## config.mk

```make
export PLATFORM = sky130hd
export DESIGN_NAME = user_event_arbiter_flat
export DESIGN_NICKNAME = d
export VERILOG_FILES = /design/src/rtl/user_event_if.sv /design/src/rtl/user_event_arbiter.sv /design/src/flat_wrapper.sv
export SDC_FILE = /design/constraint.sdc
export NUM_CORES = 1
export LEC_CHECK = 0
export BUFFER_PORTS_ARGS = -buffer_cell sky130_fd_sc_hd__buf_4
export CAP_MARGIN = 20
export CELL_PAD_IN_SITES_DETAIL_PLACEMENT = 1
export CELL_PAD_IN_SITES_GLOBAL_PLACEMENT = 1
export CORE_ASPECT_RATIO = 1.2
export CORE_MARGIN = 2
export CORE_UTILIZATION = 40
export DETAILED_ROUTE_END_ITERATION = 8
export PLACE_DENSITY_LB_ADDON = 0.1
export SLEW_MARGIN = 15
export SYNTH_ARGS = -nofsm -noshare
export SYNTH_HDL_FRONTEND = slang
export SYNTH_SLANG_ARGS = --single-unit
```

## constraint.sdc

```tcl
create_clock -name clk_i -period 4 [get_ports clk_i]
set_input_delay 0.6 -clock clk_i [delete_from_list [all_inputs] [get_ports clk_i]]
set_output_delay 0.6 -clock clk_i [all_outputs]
set_load 0.005 [all_outputs]
```

## src/rtl/user_event_if.sv

```systemverilog
// Event-merge bus: per-source valid/ready streams on one side,
// show-ahead FIFO read port toward the game logic on the other.
interface user_event_if #(
  parameter int REQ_CNT    = 3,
  parameter int FIFO_DEPTH = 4
);
  localparam int USED_W = $clog2(FIFO_DEPTH + 1);

  logic [REQ_CNT-1:0][2:0] src_event_i;
  logic [REQ_CNT-1:0]      src_valid_i;
  logic [REQ_CNT-1:0]      src_ready_o;
  logic [2:0]              event_o;
  logic                    event_ready_o;
  logic                    event_rd_req_i;
  logic [USED_W-1:0]       fifo_used_o;
  logic                    holdoff_o;

  modport slave (
    input  src_event_i, src_valid_i, event_rd_req_i,
    output src_ready_o, event_o, event_ready_o, fifo_used_o, holdoff_o
  );

  modport master (
    output src_event_i, src_valid_i, event_rd_req_i,
    input  src_ready_o, event_o, event_ready_o, fifo_used_o, holdoff_o
  );
endinterface

```

## src/rtl/user_event_arbiter.sv

```systemverilog
// Round-robin merge of user-event sources into a show-ahead FIFO, with
// new-game flush of pending moves and a new-game repeat hold-off.
module user_event_arbiter #(
  parameter int         REQ_CNT        = 3,
  parameter int         FIFO_DEPTH     = 4,
  parameter int         HOLDOFF_CYCLES = 1024,
  parameter logic [2:0] EV_NEW_GAME    = 3'd6
) (
  input  logic          clk_i,
  input  logic          rst_i,
  user_event_if.slave   bus
);
  localparam int AW     = $clog2(FIFO_DEPTH);
  localparam int PW     = AW + 1;
  localparam int RRW    = $clog2(REQ_CNT);
  localparam int HW     = (HOLDOFF_CYCLES > 0) ? $clog2(HOLDOFF_CYCLES + 1) : 1;
  localparam int USED_W = $clog2(FIFO_DEPTH + 1);
  localparam logic [HW-1:0] HOLD_LOAD = HW'(HOLDOFF_CYCLES);

  logic [RRW-1:0] r_rr_ptr;
  logic [PW-1:0]  r_wr_ptr;
  logic [PW-1:0]  r_rd_ptr;
  logic [HW-1:0]  r_hold_cnt;
  logic [2:0]     r_mem [FIFO_DEPTH];

  logic           w_gnt_valid;
  logic [RRW-1:0] w_gnt_idx;
  logic [2:0]     w_gnt_event;
  logic           w_is_ng;
  logic           w_full;
  logic           w_empty;
  logic           w_accept_ok;
  logic           w_xfer;
  logic           w_hold_active;
  logic           w_flush;
  logic           w_push;
  logic           w_pop;

  function automatic logic [RRW-1:0] rr_index(input logic [RRW-1:0] base, input int k);
    int s;
    s = int'(base) + k;
    if (s >= REQ_CNT) s = s - REQ_CNT;
    return RRW'(s);
  endfunction

  // First valid source at or after the round-robin pointer wins.
  always_comb begin
    w_gnt_valid = 1'b0;
    w_gnt_idx   = '0;
    for (int k = 0; k < REQ_CNT; k++) begin
      if (!w_gnt_valid && bus.src_valid_i[rr_index(r_rr_ptr, k)]) begin
        w_gnt_valid = 1'b1;
        w_gnt_idx   = rr_index(r_rr_ptr, k);
      end
    end
  end

  assign w_gnt_event   = bus.src_event_i[w_gnt_idx];
  assign w_is_ng       = (w_gnt_event == EV_NEW_GAME);
  assign w_full        = (r_wr_ptr[AW] != r_rd_ptr[AW]) &&
                         (r_wr_ptr[AW-1:0] == r_rd_ptr[AW-1:0]);
  assign w_empty       = (r_wr_ptr == r_rd_ptr);
  // A new-game event never waits on a full FIFO: it replaces the contents.
  assign w_accept_ok   = !w_full || w_is_ng;
  assign w_xfer        = w_gnt_valid && w_accept_ok && !rst_i;
  assign w_hold_active = (r_hold_cnt != '0);
  assign w_flush       = w_xfer && w_is_ng && !w_hold_active;
  assign w_push        = w_xfer && !w_is_ng;
  assign w_pop         = bus.event_rd_req_i && !w_empty;

  always_comb begin
    bus.src_ready_o = '0;
    if (w_xfer) bus.src_ready_o[w_gnt_idx] = 1'b1;
  end

  always_ff @(posedge clk_i or posedge rst_i) begin
    if (rst_i) begin
      r_rr_ptr   <= '0;
      r_wr_ptr   <= '0;
      r_rd_ptr   <= '0;
      r_hold_cnt <= '0;
    end else begin
      if (w_xfer)
        r_rr_ptr <= (w_gnt_idx == RRW'(REQ_CNT - 1)) ? '0 : w_gnt_idx + RRW'(1);

      // A flush overrides any same-cycle pop.
      if (w_flush) begin
        r_rd_ptr <= '0;
        r_wr_ptr <= PW'(1);
      end else begin
        if (w_push) r_wr_ptr <= r_wr_ptr + PW'(1);
        if (w_pop)  r_rd_ptr <= r_rd_ptr + PW'(1);
      end

      if (w_flush)            r_hold_cnt <= HOLD_LOAD;
      else if (w_hold_active) r_hold_cnt <= r_hold_cnt - HW'(1);
    end
  end

  // NOTE: storage is left unreset; only the pointers define validity and
  // event_o is forced to zero while empty, so stale contents never escape.
  always_ff @(posedge clk_i) begin
    if (w_flush)     r_mem[0] <= EV_NEW_GAME;
    else if (w_push) r_mem[r_wr_ptr[AW-1:0]] <= w_gnt_event;
  end

  assign bus.event_o       = w_empty ? 3'd0 : r_mem[r_rd_ptr[AW-1:0]];
  assign bus.event_ready_o = !w_empty;
  assign bus.fifo_used_o   = USED_W'(r_wr_ptr - r_rd_ptr);
  assign bus.holdoff_o     = w_hold_active;
endmodule

```

## src/flat_wrapper.sv

```systemverilog
// flat-port wrapper written by rule: the top's interface ports become plain ports
module user_event_arbiter_flat 
#(
  parameter int         REQ_CNT        = 3,
  parameter int         FIFO_DEPTH     = 4,
  parameter int         HOLDOFF_CYCLES = 1024,
  parameter logic [2:0] EV_NEW_GAME    = 3'd6
)
  (clk_i, rst_i, bus_src_event_i, bus_src_valid_i, bus_event_rd_req_i, bus_src_ready_o, bus_event_o, bus_event_ready_o, bus_fifo_used_o, bus_holdoff_o);
  user_event_if #(.REQ_CNT(REQ_CNT), .FIFO_DEPTH(FIFO_DEPTH)) bus_i ();
  input  logic clk_i;
  input  logic rst_i;
  input wire logic [$bits(bus_i.src_event_i)-1:0] bus_src_event_i;
  input wire logic [$bits(bus_i.src_valid_i)-1:0] bus_src_valid_i;
  input wire logic [$bits(bus_i.event_rd_req_i)-1:0] bus_event_rd_req_i;
  output wire logic [$bits(bus_i.src_ready_o)-1:0] bus_src_ready_o;
  output wire logic [$bits(bus_i.event_o)-1:0] bus_event_o;
  output wire logic [$bits(bus_i.event_ready_o)-1:0] bus_event_ready_o;
  output wire logic [$bits(bus_i.fifo_used_o)-1:0] bus_fifo_used_o;
  output wire logic [$bits(bus_i.holdoff_o)-1:0] bus_holdoff_o;
  assign bus_i.src_event_i = bus_src_event_i;
  assign bus_i.src_valid_i = bus_src_valid_i;
  assign bus_i.event_rd_req_i = bus_event_rd_req_i;
  assign bus_src_ready_o = bus_i.src_ready_o;
  assign bus_event_o = bus_i.event_o;
  assign bus_event_ready_o = bus_i.event_ready_o;
  assign bus_fifo_used_o = bus_i.fifo_used_o;
  assign bus_holdoff_o = bus_i.holdoff_o;
  user_event_arbiter #(.REQ_CNT(REQ_CNT), .FIFO_DEPTH(FIFO_DEPTH), .HOLDOFF_CYCLES(HOLDOFF_CYCLES), .EV_NEW_GAME(EV_NEW_GAME)) u_core (.clk_i(clk_i), .rst_i(rst_i), .bus(bus_i));
endmodule
```

[Word-level counts from Yosys, hierarchy flattened]
Memory sizes are Yosys's and may differ from the RTL's.
Index checks and enable logic that the tools add are counted.
Storage, ports and cells
  word-level logic and storage cells: 87
  register bits after elaboration: 19
  input bits: 15
  RAM bits: 12
  memories kept: 1
Cells by class
  equality and inequality tests: 5
  $lt $le $gt $ge: 8
  add/sub/neg operators: 10
  reduce and logical (&&, ||, !) cells: 23
  mux-type cells: 36
Memory list
  u_core.r_mem: depth 4, width 3, read ports 1, clocked after memory_dff 0, wr ports 1, RTL line user_event_arbiter.sv:24  | logic [2:0] r_mem [FIFO_DEPTH];
Operators by type and width (number)
  3-bit two-way mux: 8
  11-bit two-way mux: 2
  2-bit two-way mux: 8
  1-bit two-way mux: 13
  2-bit by 3-bit < comparator with 1-bit output, second input constant: 4
  11-bit nonzero test: 1
  11-bit by 1-bit subtractor with 11-bit output, second input constant: 1
  1-bit logical AND: 10
  1-bit logical NOT: 7
  3-bit by 1-bit adder with 3-bit output, second input constant: 2
  1-bit binary-select mux with 2-bit select: 3
  3-bit binary-select mux with 2-bit select: 1
  3-bit by 2-bit >= comparator with 1-bit output, second input constant: 2
  2-bit nonzero test: 3
  2-bit by 1-bit subtractor with 2-bit output, second input constant: 2
  2-bit by 1-bit adder with 3-bit output, second input constant: 1
  2-bit by 2-bit adder with 3-bit output, second input constant: 1
  3-bit equality test: 1
  3-bit equality test, second input constant: 1
  3-bit OR reduction: 1
  3-bit subtractor: 1
  2-bit by 1-bit adder with 2-bit output, second input constant: 1
  1-bit demux with 2-bit select: 1
  2-bit equality test: 1
  6 further kinds: 6

[Depth between registers and ports, before layout]
  depth after elaboration: 23
  depth in mapped cells: 11
  gate-level depth less buffers: 9

[Worst setup path after synthesis]
Ideal clock, no wire load.
  path kind: reg-to-output
  from: reg u_core.r_rr_ptr[0]
  to: out bus_src_ready_o[0]
  buffers on the path: 1
  slack: 979 ps
  data required time: 3400 ps
  data arrival time: 2421 ps
  stages on the path, launching flop included: 11
  path through: dfrtp_1 inv_1 ha_1 buf_2 nor3b_1 o211ai_1 a31oi_4 mux2i_1 o211ai_4 a31oi_4 and3b_1
On the way
  word-level cells in the longest chain between the ends: 18
  elaborated cells between the ends (all ways): 39
Ends and longest elaborated chain
  start, declared: RTL line user_event_arbiter.sv:20  | logic [RRW-1:0] r_rr_ptr;
  start signal, assigned: RTL line user_event_arbiter.sv:84  | r_rr_ptr <= (w_gnt_idx == RRW'(REQ_CNT - 1)) ? '0 : w_gnt_idx + RRW'(1);
  parallel branches: the longest is 17 deep, another holds 2-bit by 1-bit adder with 3-bit output
  3-bit two-way mux *: RTL line user_event_arbiter.sv:73  | if (w_xfer) bus.src_ready_o[w_gnt_idx] = 1'b1;
  end, declared: RTL line flat_wrapper.sv:16  | output wire logic [$bits(bus_i.src_ready_o)-1:0] bus_src_ready_o;
Mark *: on every way between the ends. The select of a mux whose other input is x is not followed.

[Worst setup path after layout]
Same ends and word-level chain as after synthesis.

==> summary.txt <==
Status: finished clean
CTS Hold Bufs: 0
Sequential area share after synthesis: 41.3%
Fillers: 560
Number of global-route vias before repair: 1619
Iter 0 DRT Violations: 44
Row count: 28
DRC: 0
Worst skew pair latency: 0.28 ns
Final Cycle Share: 92.5%
Overall global routing resource usage: 18.6%
Setup CP Type: register to output port
Core Box Area: 4900 µm²
FMAX: 270 MHz
Syn Std Cell Area: 2030 µm²
Worst Path Arrival: 3.10 ns
# IOs: 26
Pin count of the biggest net entering global routing: 20
Final Skew: 0.00517 ns
Hold Slack: 0.472 ns
Die area: 5650 µm²
Crit end category: output port
Routed vias/inst: 5.42
Final hold vios: 0
Antenna violations before repair: 0
Mapped Cells: 186
Slew HR: 49.5%
Clock sinks: 31
Measured slew at the worst slew-check pin: 0.756 ns
Placement Cell Area: 2250 µm²
PnR worst setup slack: 0.300 ns
Commonest cells after routing, fill and taps aside: buf_4, dfrtp_1, nor2_1
Inst Count DP: 267
Layout Cells excl Fill: 275
Clock buffer count from CTS: 5
WL final: 4640 µm
First drt pass iteration count: 4
Critical Path Start Type: register
Final Power: 1.90 mW
GPL Wtd Cong: 0.745
Leakage: 0.984 nW
Clk buf depth: 2
CP cell instances: inv_1, ha_1, nor3b_1, o211ai_1, a31oi_4, mux2i_1, o211ai_4, a31oi_4, and3b_1, buf_4
Post-DP HPWL: 3680 µm
Post-synth top area cell: dfrtp_1
Critical Path Most Common Cell: a31oi_4
Crit-path max cell delay: 0.42 ns
Slew Viols, Final: 0
Max_cap viols: 0
Clk slew on worst S/H paths: 0.07 ns
Yosys reg bits: 31
Antenna Cells: 0
Synth Area in Compound Gates: 13.0%
Post-CTS resize count: 0
Period minus WS final: 3.70 ns
Top cell type's share of synthesized area: 23.5%
Die Height: 82.0 µm
CP Max Fanout: 9
Peak VDD IR: 313 µV
Synth Area in Simple Gates: 19.3%
Pre-CTS setup slack: 0.617 ns
First-pass GRT wire length: 7650 µm
Root Driver: clkbuf_8
Synth unique cells: 53
Die W: 69.0 µm
Critical Path RT: 3.40 ns
Most common cell after layout, fill and taps aside: buf_4
Fraction of layout cells with a size suffix above 1: 24.7%
Top post-synthesis cells by area: dfrtp_1, edfxtp_1, ha_1
Post-synthesis mux area share: 10.1%
Port Buf Inserts: 25
Remaining global-route overflow: 0
Synth Area per Inst: 10.9 µm²
Ys flop type: dfrtp_1
Post-CTS setup buffers: 0
Worst Hold Class: input pin to asynchronous set/reset pin
Fin area: 2360 µm²
Slowest CP cell: ha_1
Final Setup Violations: 0
Ys async rst share: 61.3%
Initial Utilization: 41.3%
Post-Synth XOR/XNOR Area: 5.62%
CTS tree: done
Final ANT Viol Nets: 0
Final core occ: 48.2%
Nets: 239
Htree depth: 2
Main combinational cell family by area after synthesis: simple AND/OR/NAND/NOR gates
Via count: 1491
Adder-cell share of the synthesized area: 6.55%
Setup tns final: 0 ns
Wirelength per Cell: 16.9 µm
EDFF count, synth: 12
Yosys warning count: 0
Pwr dens: 804 nW/µm²
Area growth, synth to finish: 16.6%
RSZ-0062 raised after global routing: no
Net count after synthesis: 211
==> synthesized netlist by cell type (5+ instances only) <==
cell type  instances
inv_1             11
and2_1             5
xor2_1             7
xnor2_1            6
a21oi_1            7
dfrtp_1           19
nand2_1           16
edfxtp_1          12
ha_1               9
mux2i_1           10
nand3_1            5
nor2_1            18
==> area by class of cell <==
class / instances / area (µm²) / area share [%]
Clock inverter: 1 / 5.00 / 0.212
Sequential cell: 31 / 836 / 35.4
Tap cell: 60 / 75.1 / 3.18
Clock buffer: 7 / 108 / 4.56
Timing Repair Buffer: 25 / 188 / 7.94
Inverter: 12 / 45.0 / 1.91
Multi-Input combinational cell: 139 / 1110 / 46.8
==> final timing paths <==
check / from / end / slack (ns) / cells after the start
max: u_core.r_rr_ptr[0] / bus_src_ready_o[0] / 0.30 / 10
min: rst_i / u_core.r_rr_ptr[1] / 0.47 / 2
max reg2reg: u_core.r_rr_ptr[1] / u_core.r_mem[0][0] / 0.84 / 9
min reg2reg: u_core.r_hold_cnt[8] / u_core.r_hold_cnt[8] / 0.48 / 1
max in group asynchronous: rst_i / u_core.r_wr_ptr[0] / 3.05 / 2
min in group clk_i: u_core.r_hold_cnt[8] / u_core.r_hold_cnt[8] / 0.48 / 1
==> worst max-delay path, delay by kind of cell (launching register included) <==
| family | cells | cell delay (ns) |
|---|---|---|
| AOI/OAI and AO/OA | 4 | 0.99 |
| DFF | 1 | 0.38 |
| adders and majority gates | 1 | 0.42 |
| and+or+nand+nor | 2 | 0.44 |
| muxes | 1 | 0.38 |
| buffers and inverters | 2 | 0.20 |
==> cells by family after synthesis <==
family	count (synthesis)
AOI/OAI and AO/OA	31
muxes	16
xor gates and xnor gates	13
DFF	31
and+or+nand+nor	69
adders and majority gates	10
buffers and inverters	16
==> state kept, by name, indices dropped and copies added, names as in the netlist <==
signal	flops
u_core.r_hold_cnt	11
u_core.r_mem	12
u_core.r_rr_ptr	2
u_core.r_wr_ptr	3
u_core.r_rd_ptr	3
==> report_power, final <==
part / switching (mW) / internal, mW / total [mW]
clock network: 0.119 / 0.176 / 0.296
logic: 0.571 / 0.522 / 1.09
registers: 0.0715 / 0.439 / 0.511
total: 0.762 / 1.14 / 1.90
==> layer usage <==
| layer | GRT usage [%] | part of all wire, % |
|---|---|---|
| met1 | 20.5 | 41 |
| met2 | 32.7 | 53 |
| met3 | 4.66 | 3.2 |
| met4 | 9.22 | 2.8 |
| met5 | 0 | 0 |
Power figures use the tool's default switching activity.
